### src/rtl/multicycle_control_pkg.sv
// Shared encodings for the multicycle RISC-V controller: states, opcodes and
// datapath mux/ALU select codes.
package multicycle_control_pkg;

    localparam int unsigned STATE_W  = 4;
    localparam int unsigned OPCODE_W = 7;
    localparam int unsigned SEL_W    = 2;

    typedef enum logic [STATE_W-1:0] {
        S_FETCH    = 4'd0,
        S_DECODE   = 4'd1,
        S_MEMADR   = 4'd2,
        S_MEMREAD  = 4'd3,
        S_MEMWB    = 4'd4,
        S_MEMWRITE = 4'd5,
        S_EXECR    = 4'd6,
        S_EXECI    = 4'd7,
        S_ALUWB    = 4'd8,
        S_JAL      = 4'd9,
        S_BEQ      = 4'd10
    } state_e;

    localparam logic [OPCODE_W-1:0] OP_LOAD  = 7'b0000011;
    localparam logic [OPCODE_W-1:0] OP_STORE = 7'b0100011;
    localparam logic [OPCODE_W-1:0] OP_RTYPE = 7'b0110011;
    localparam logic [OPCODE_W-1:0] OP_ITYPE = 7'b0010011;
    localparam logic [OPCODE_W-1:0] OP_JAL   = 7'b1101111;
    localparam logic [OPCODE_W-1:0] OP_BEQ   = 7'b1100011;

    localparam logic [SEL_W-1:0] IMM_I = 2'b00;
    localparam logic [SEL_W-1:0] IMM_S = 2'b01;
    localparam logic [SEL_W-1:0] IMM_B = 2'b10;
    localparam logic [SEL_W-1:0] IMM_J = 2'b11;

    localparam logic [SEL_W-1:0] ALU_ADD   = 2'b00;
    localparam logic [SEL_W-1:0] ALU_SUB   = 2'b01;
    localparam logic [SEL_W-1:0] ALU_FUNCT = 2'b10;

    localparam logic [SEL_W-1:0] SRCA_PC    = 2'b00;
    localparam logic [SEL_W-1:0] SRCA_OLDPC = 2'b01;
    localparam logic [SEL_W-1:0] SRCA_RS1   = 2'b10;

    localparam logic [SEL_W-1:0] SRCB_RS2  = 2'b00;
    localparam logic [SEL_W-1:0] SRCB_IMM  = 2'b01;
    localparam logic [SEL_W-1:0] SRCB_FOUR = 2'b10;

    localparam logic [SEL_W-1:0] RES_ALUOUT    = 2'b00;
    localparam logic [SEL_W-1:0] RES_MEMDATA   = 2'b01;
    localparam logic [SEL_W-1:0] RES_ALURESULT = 2'b10;

    localparam logic ADR_PC  = 1'b0;
    localparam logic ADR_ALU = 1'b1;

endpackage

### src/rtl/multicycle_control_if.sv
// Controller <-> datapath/memory bundle; master is the controller side.
interface multicycle_control_if;
    import multicycle_control_pkg::*;

    logic [OPCODE_W-1:0] opcode;
    logic                zero;
    logic                mem_ready;

    logic                mem_req;
    logic                mem_write;
    logic                ir_write;
    logic                pc_write;
    logic                adr_src;
    logic [SEL_W-1:0]    alu_src_a;
    logic [SEL_W-1:0]    alu_src_b;
    logic [SEL_W-1:0]    alu_op;
    logic [SEL_W-1:0]    result_src;
    logic                reg_write;
    logic [SEL_W-1:0]    imm_src;
    logic                illegal;
    logic [STATE_W-1:0]  state;

    modport master (
        input  opcode, zero, mem_ready,
        output mem_req, mem_write, ir_write, pc_write, adr_src, alu_src_a,
               alu_src_b, alu_op, result_src, reg_write, imm_src, illegal, state
    );

    modport slave (
        output opcode, zero, mem_ready,
        input  mem_req, mem_write, ir_write, pc_write, adr_src, alu_src_a,
               alu_src_b, alu_op, result_src, reg_write, imm_src, illegal, state
    );

endinterface

### src/rtl/multicycle_control.sv
// Multicycle RISC-V main controller: state register plus a Moore decode of
// datapath controls; only pc_write, ir_write and illegal look at inputs.
module multicycle_control
    import multicycle_control_pkg::*;
(
    input  logic                 clk,
    input  logic                 reset,
    multicycle_control_if.master bus
);

    state_e state_q, state_d;
    logic   is_store_q, is_store_d;

    always_ff @(posedge clk) begin
        if (reset) begin
            state_q    <= S_FETCH;
            is_store_q <= 1'b0;
        end else begin
            state_q    <= state_d;
            is_store_q <= is_store_d;
        end
    end

    // Load/store flavour is latched in DECODE so MEMADR decodes from state only.
    always_comb begin
        state_d    = state_q;
        is_store_d = is_store_q;
        case (state_q)
            S_FETCH:    if (bus.mem_ready) state_d = S_DECODE;
            S_DECODE: begin
                case (bus.opcode)
                    OP_LOAD:  begin state_d = S_MEMADR; is_store_d = 1'b0; end
                    OP_STORE: begin state_d = S_MEMADR; is_store_d = 1'b1; end
                    OP_RTYPE: state_d = S_EXECR;
                    OP_ITYPE: state_d = S_EXECI;
                    OP_JAL:   state_d = S_JAL;
                    OP_BEQ:   state_d = S_BEQ;
                    default:  state_d = S_FETCH;
                endcase
            end
            S_MEMADR:   state_d = is_store_q ? S_MEMWRITE : S_MEMREAD;
            S_MEMREAD:  if (bus.mem_ready) state_d = S_MEMWB;
            S_MEMWB:    state_d = S_FETCH;
            S_MEMWRITE: if (bus.mem_ready) state_d = S_FETCH;
            S_EXECR:    state_d = S_ALUWB;
            S_EXECI:    state_d = S_ALUWB;
            S_ALUWB:    state_d = S_FETCH;
            S_JAL:      state_d = S_ALUWB;
            S_BEQ:      state_d = S_FETCH;
            default:    state_d = S_FETCH;
        endcase
    end

    logic             mem_req, mem_write, ir_write, pc_write, adr_src;
    logic             reg_write, illegal;
    logic [SEL_W-1:0] alu_src_a, alu_src_b, alu_op, result_src, imm_src;

    // Output decode; everything is held low while reset is asserted.
    always_comb begin
        mem_req    = 1'b0;
        mem_write  = 1'b0;
        ir_write   = 1'b0;
        pc_write   = 1'b0;
        adr_src    = ADR_PC;
        alu_src_a  = SRCA_PC;
        alu_src_b  = SRCB_RS2;
        alu_op     = ALU_ADD;
        result_src = RES_ALUOUT;
        reg_write  = 1'b0;
        imm_src    = IMM_I;
        illegal    = 1'b0;
        if (!reset) begin
            case (state_q)
                S_FETCH: begin
                    mem_req    = 1'b1;
                    ir_write   = bus.mem_ready;
                    pc_write   = bus.mem_ready;
                    alu_src_b  = SRCB_FOUR;
                    result_src = RES_ALURESULT;
                end
                S_DECODE: begin
                    alu_src_a = SRCA_OLDPC;
                    alu_src_b = SRCB_IMM;
                    imm_src   = IMM_B;
                    illegal   = !(bus.opcode inside {OP_LOAD, OP_STORE, OP_RTYPE,
                                                     OP_ITYPE, OP_JAL, OP_BEQ});
                end
                S_MEMADR: begin
                    alu_src_a = SRCA_RS1;
                    alu_src_b = SRCB_IMM;
                    imm_src   = is_store_q ? IMM_S : IMM_I;
                end
                S_MEMREAD: begin
                    mem_req = 1'b1;
                    adr_src = ADR_ALU;
                end
                S_MEMWB: begin
                    result_src = RES_MEMDATA;
                    reg_write  = 1'b1;
                end
                S_MEMWRITE: begin
                    mem_req   = 1'b1;
                    mem_write = 1'b1;
                    adr_src   = ADR_ALU;
                end
                S_EXECR: begin
                    alu_src_a = SRCA_RS1;
                    alu_op    = ALU_FUNCT;
                end
                S_EXECI: begin
                    alu_src_a = SRCA_RS1;
                    alu_src_b = SRCB_IMM;
                    alu_op    = ALU_FUNCT;
                end
                S_ALUWB: reg_write = 1'b1;
                S_JAL: begin
                    alu_src_a = SRCA_OLDPC;
                    alu_src_b = SRCB_FOUR;
                    imm_src   = IMM_J;
                    pc_write  = 1'b1;
                    reg_write = 1'b1;
                end
                S_BEQ: begin
                    alu_src_a = SRCA_RS1;
                    alu_op    = ALU_SUB;
                    imm_src   = IMM_B;
                    pc_write  = bus.zero;
                end
                default: ;
            endcase
        end
    end

    assign bus.mem_req    = mem_req;
    assign bus.mem_write  = mem_write;
    assign bus.ir_write   = ir_write;
    assign bus.pc_write   = pc_write;
    assign bus.adr_src    = adr_src;
    assign bus.alu_src_a  = alu_src_a;
    assign bus.alu_src_b  = alu_src_b;
    assign bus.alu_op     = alu_op;
    assign bus.result_src = result_src;
    assign bus.reg_write  = reg_write;
    assign bus.imm_src    = imm_src;
    assign bus.illegal    = illegal;
    assign bus.state      = reset ? '0 : STATE_W'(state_q);

endmodule

### src/flat_wrapper.sv
// flat-port wrapper written by rule: the top's interface ports become plain ports
module multicycle_control_flat import multicycle_control_pkg::*;
  (clk, reset, bus_opcode, bus_zero, bus_mem_ready, bus_mem_req, bus_mem_write, bus_ir_write, bus_pc_write, bus_adr_src, bus_alu_src_a, bus_alu_src_b, bus_alu_op, bus_result_src, bus_reg_write, bus_imm_src, bus_illegal, bus_state);
  multicycle_control_if bus_i ();
  input  logic clk;
  input  logic reset;
  input wire logic [$bits(bus_i.opcode)-1:0] bus_opcode;
  input wire logic [$bits(bus_i.zero)-1:0] bus_zero;
  input wire logic [$bits(bus_i.mem_ready)-1:0] bus_mem_ready;
  output wire logic [$bits(bus_i.mem_req)-1:0] bus_mem_req;
  output wire logic [$bits(bus_i.mem_write)-1:0] bus_mem_write;
  output wire logic [$bits(bus_i.ir_write)-1:0] bus_ir_write;
  output wire logic [$bits(bus_i.pc_write)-1:0] bus_pc_write;
  output wire logic [$bits(bus_i.adr_src)-1:0] bus_adr_src;
  output wire logic [$bits(bus_i.alu_src_a)-1:0] bus_alu_src_a;
  output wire logic [$bits(bus_i.alu_src_b)-1:0] bus_alu_src_b;
  output wire logic [$bits(bus_i.alu_op)-1:0] bus_alu_op;
  output wire logic [$bits(bus_i.result_src)-1:0] bus_result_src;
  output wire logic [$bits(bus_i.reg_write)-1:0] bus_reg_write;
  output wire logic [$bits(bus_i.imm_src)-1:0] bus_imm_src;
  output wire logic [$bits(bus_i.illegal)-1:0] bus_illegal;
  output wire logic [$bits(bus_i.state)-1:0] bus_state;
  assign bus_i.opcode = bus_opcode;
  assign bus_i.zero = bus_zero;
  assign bus_i.mem_ready = bus_mem_ready;
  assign bus_mem_req = bus_i.mem_req;
  assign bus_mem_write = bus_i.mem_write;
  assign bus_ir_write = bus_i.ir_write;
  assign bus_pc_write = bus_i.pc_write;
  assign bus_adr_src = bus_i.adr_src;
  assign bus_alu_src_a = bus_i.alu_src_a;
  assign bus_alu_src_b = bus_i.alu_src_b;
  assign bus_alu_op = bus_i.alu_op;
  assign bus_result_src = bus_i.result_src;
  assign bus_reg_write = bus_i.reg_write;
  assign bus_imm_src = bus_i.imm_src;
  assign bus_illegal = bus_i.illegal;
  assign bus_state = bus_i.state;
  multicycle_control u_core (.clk(clk), .reset(reset), .bus(bus_i));
endmodule
### config.mk
export PLATFORM = sky130hd
export DESIGN_NAME = multicycle_control_flat
export DESIGN_NICKNAME = d
export VERILOG_FILES = /design/src/rtl/multicycle_control_pkg.sv /design/src/rtl/multicycle_control_if.sv /design/src/rtl/multicycle_control.sv /design/src/flat_wrapper.sv
export SDC_FILE = /design/constraint.sdc
export NUM_CORES = 1
export LEC_CHECK = 0
export ABC_AREA = 1
export BUFFER_PORTS_ARGS = -buffer_cell sky130_fd_sc_hd__buf_2
export CORE_AREA = 2 2 39 41
export CTS_BUF_LIST = sky130_fd_sc_hd__clkbuf_8
export DETAILED_ROUTE_END_ITERATION = 16
export DIE_AREA = 0 0 41 43
export PLACE_DENSITY = 0.76
export SETUP_SLACK_MARGIN = 0.3
export SLEW_MARGIN = 20
export SYNTH_ARGS = -nofsm -noshare
export SYNTH_HDL_FRONTEND = slang
export SYNTH_SLANG_ARGS = --single-unit
### constraint.sdc
create_clock -name clk -period 1.3 [get_ports clk]
set_input_delay 0.065 -clock clk [delete_from_list [all_inputs] [get_ports clk]]
set_output_delay 0.065 -clock clk [all_outputs]
set_load 0.005 [all_outputs]
**Yosys cells after proc, flatten, opt, wreduce, memory -nomap -nowiden**

Cells that the tools add are included.

- Register bits after elaboration: 5
- Logic and storage cells: 71
- Output and inout port bits: 21

- Equality and inequality tests: 19
- Reduce and logical (&&, ||, !) cells: 17
- Multiplexer cells: 33

Operators with widths:

| operator | count |
|---|---|
| $pmux W4 S6 | 1 |
| $pmux W4 S5 | 1 |
| $eq A4 B3 Y1 const B | 4 |
| $mux W4 | 4 |
| $pmux W2 S2 | 4 |
| $eq A7 B6 Y1 const B | 2 |
| $eq A7 B7 Y1 const B | 2 |
| $mux W1 | 14 |
| $eq A4 B4 Y1 const B | 3 |
| $reduce_or A2 Y1 | 6 |
| $reduce_or A3 Y1 | 4 |
| $mux W2 | 5 |
| $eq A4 B2 Y1 const B | 2 |
| $eq A7 B2 Y1 const B | 1 |
| $eq A7 B5 Y1 const B | 1 |
| $ne A2 B2 Y1 const B | 3 |
| $pmux W2 S3 | 1 |
| $reduce_bool A6 Y1 | 1 |
| $eq A4 B1 Y1 const B | 1 |
| $logic_not A4 Y1 | 1 |
| $reduce_or A4 Y1 | 1 |
| $mux W3 | 1 |
| $pmux W1 S3 | 1 |
| $reduce_and A3 Y1 | 1 |
| 4 further kinds | 4 |

**Logic depth before layout (Yosys ltp)**

- Word-level depth: 5
- Depth in mapped cells: 9

**Least setup slack after synthesis**

OpenSTA, ideal clock, no wires.

- Path type: register -> register
- From: reg u_core.state_q[3]
- To: reg u_core.is_store_q
- Cell stages (with the launch flop): 7
- Required time: 1.187 ns
- Period minus slack after synthesis: 1.123 ns
- Arrival: 1.010 ns
- Slack: 0.177 ns
- Setup time: 0.113 ns
- Path buffers: 0
- Path through: dfxtp_1 > nor2_2 > nand2_1 > nor3_2 > nand2_1 > nand2_1 > nor2_1

- Word-level cells in the longest chain between the ends: 2

Ends and longest elaborated chain:

| element | line | RTL |
|---|---|---|
| from (decl) | multicycle_control.sv:11 | `state_e state_q, state_d;` |
| from (signal assigned) | multicycle_control.sv:19 | `state_q <= state_d;` |
| $eq A4 B1 Y1 | multicycle_control.sv:28 | `case (state_q)` |
| $reduce_and A2 Y1 (no line) | n/a |  |
| to (signal assigned) | multicycle_control.sv:20 | `is_store_q <= is_store_d;` |
| to (decl) | multicycle_control.sv:12 | `logic is_store_q, is_store_d;` |

Every way passes these cells.
A chain may end at the register's enable or synchronous reset.

**Final worst setup path**

- From: reg u_core.state_q[2]
- To: out bus_reg_write

- Word-level cells in the longest chain between the ends: 4
- Elaborated cells between the ends (all ways): 6
- Those cells by class: eq/ne: 3; mux: 2; reduce/logical: 1

Ends and longest elaborated chain:

| element | line | RTL |
|---|---|---|
| $eq A4 B4 Y1 / $eq A4 B3 Y1 (equally long branches) | multicycle_control.sv:73 | `case (state_q)` |
| $reduce_or A3 Y1 (no line) * | n/a |  |
| $mux W1 * | multicycle_control.sv:73 |  |
| $mux W1 * | multicycle_control.sv:72 | `if (!reset) begin` |
| to (decl) | flat_wrapper.sv:19 | `output wire logic [$bits(bus_i.reg_write)-1:0] bus_reg_write;` |

Mark *: on every way between the ends. The rest lies on a longest branch, timed or not.

==> metrics <==
final worst-path cycle share 107.4%; CTS root buf clkbuf_8; Synth Area in XOR/XNOR 0%; DPL Wire Length 1315 um; Mean Syn Cell Area 5.060 um2; residual DRC count 0; Std-Cell Rows 14; per-cell routed wire length 14.09 um; Total GRT Usage 28.97%; Clock transition at path regs roughly 0.04 ns; PortBufs 31; Syn Nets ~130; Core ar. approximately 0.0014 mm2; post-route ant nets 0; mux share of post-synthesis cell area 0%; Synth Cell Area 576.8 um2; Cell Pwr Density 643.5 mW/mm2; Tmin final 1.397 ns; CTS max path bufs 2; first-pass GRT wire length 3539 um; vias in the first global route 882; Required @ worst endpoint 1.24 ns; simple-gate share of the synthesized area 57.27%; initial core utilization 41.68%; worst setup margin -0.09681 ns; Synth Warn # 0; outcome finished, violations left; CP endpoint kind primary output; layout cell share with drive strength beyond 1 around 50%; first-pass detailed-route iteration total 4; drt total wl 2565 um; register bit total from synthesis 5; antenna cells 0; max cap viols 0; Vias/cell 5.599; Post-synth EDFFs 0; Nets between 150 and 200; RSZ-0062 raised after global routing yes; Leak Pwr 0.0006099 uW; worst hold slack around 0.19 ns; die height about 43 um; Layout Skew 0.002149 ns; Post-Syn Instances 114; placed cell area 772.0 um2; fin. max-slew vios 0; IO Pins 32; DR vias 1019; clk_lat worst skew 0.22 ns; total chip power a little over 700 uW; normalized max-slew margin 75.67%; Hold WC Path Type input port to flip-flop; number of CTS-inserted buffers 3; critical path class flip-flop to primary output; die area approximately 0.0018 mm2; Fillers 88; VDD IR max 763.1 uV; Synth Area in Compound Gates 14.32%; Post-synth ARST share 0%; final hold vios 0; total global routing overflow 0; P&R area growth vs syn 95.01%; Crit Path Max Fanout 4; Die Span X about 41 um; crit path DAT between 1 and 1.5 ns; Tightest Pin Transition 0.3649 ns; leading register cell type out of synthesis dfxtp_1; Placer Congestion 0.8862; post-synthesis adder-cell area fraction 0%; antenna violations before repair 0; Util after Layout 81.28%; CTS tree yes; clk sinks 5; main combinational cell family by area after synthesis simple AND/OR/NAND/NOR gates; crit start category flip-flop; 1st-iter DRT viols 38; largest net degree at the start of global routing 20; CTS H-Tree Depth 1; post-synthesis sequential area ratio about 17%; Netlist cell types 17; achievable clock frequency 715.9 MHz; total negative setup slack -0.6581 ns; endpoints failing setup 14; failing checks negative setup slack; post-route design area 0.001125 mm2
[synthesized netlist by cell type (3+ instances only)]
cell type	n	share of area (%)
inv_1	11	7.2
nand4_1	3	3.3
nor2_2	3	3.3
nor3_1	4	3.5
nand3_1	10	8.7
nor2_1	22	14
inv_2	4	2.6
a21oi_1	5	4.3
nand2_1	33	21
dfxtp_1	5	17
o21ai_0	6	5.2
[where the power goes]
| group | internal, uW | switching (uW) |
|---|---|---|
| Clock | 202 | 76.1 |
| Combinational | 113 | 153 |
| Sequential | 157 | 22.4 |
| Total | 472 | 252 |
[path summary, 6_finish.rpt]
check,from,to,slack (ns),cells past startpoint
setup / recovery,u_core.state_q[2]$_SDFFE_PP0P_,bus_reg_write,-0.1,6
hold / removal,bus_opcode[4],u_core.is_store_q$_SDFFE_PP0P_,0.19,4
setup reg to reg,u_core.state_q[2]$_SDFFE_PP0P_,u_core.state_q[0]$_SDFFE_PP0P_,-0.03,9
hold reg to reg,u_core.is_store_q$_SDFFE_PP0P_,u_core.is_store_q$_SDFFE_PP0P_,0.53,2
[registers in the layout, summed over array words and instances, names as in the netlist]
register           flops
u_core.is_store_q      1
u_core.state_q         4
[cell usage in the layout (no fill, tap or decap)]
master	Yosys	final
nor3_1	4	2
buf_4	0	14
or2_1	1	1
buf_12	0	1
nor2_1	22	20
o31ai_4	0	1
inv_1	11	12
a31oi_1	2	2
nor3_4	0	3
nand2_8	0	1
clkbuf_8	0	3
dfxtp_1	5	1
inv_4	0	1
o211ai_1	1	1
dfxtp_4	0	4
o21ai_1	0	3
o21ai_0	6	2
nand2_2	0	4
nand3_2	0	1
buf_6	0	4
nand3_1	10	9
inv_6	0	3
buf_2	0	31
a21oi_1	5	5
nand4_1	3	3
nor2_4	0	4
o21ai_2	0	1
nand2_1	33	24
nor2_2	3	1
nand2_4	0	4
[through the flow]
step	instances	setup WS, ns
4_1_cts	177	-0.04023
2_1_floorplan	114	0.2593
6_report	182	-0.09681
3_5_place_dp	159	0.06397
3_3_place_gp	159	0.05630
5_1_grt	182	-0.1417
[logic make-up after synthesis]
group | count (synthesis)
simple gates | 77
flops | 5
compound gates | 15
buf+inv | 17
[layout make-up]
class / instances / area (um2) / share of cell area [%]
Sequential cell: 5 / 115.1 / 10.23
Inverter: 15 / 73.82 / 6.563
Tap cell: 16 / 20.02 / 1.780
Clock buffer: 3 / 41.29 / 3.671
Clock inverter: 1 / 3.754 / 0.3337
Timing Repair Buffer: 50 / 325.3 / 28.92
Multi-Input combinational cell: 92 / 545.5 / 48.50
[critical path, cell delays in order, from the launching register on]
cell	delay, ns
dfxtp_4	0.39
inv_6	0.06
buf_12	0.12
nor2_4	0.14
nand2_2	0.07
a21oi_1	0.18
buf_2	0.15
[routing by layer]
metal / part of all wire, % / vias up / track usage, %
met5: 0 / - / 0
met2: 49 / 68 / 46.56
met3: 9.5 / 17 / 7.853
li1: - / 472 / -
met1: 37 / 462 / 32.36
met4: 4.6 / 0 / 16.00
[repair_timing]
item	4_1_cts	5_1_grt
hold buffers	0	0
setup endpoints to repair	23	25
gates resized for setup	26	16
pin swaps	16	10
setup buffers	14	5
No activity file was read; power rests on OpenSTA's default activity.
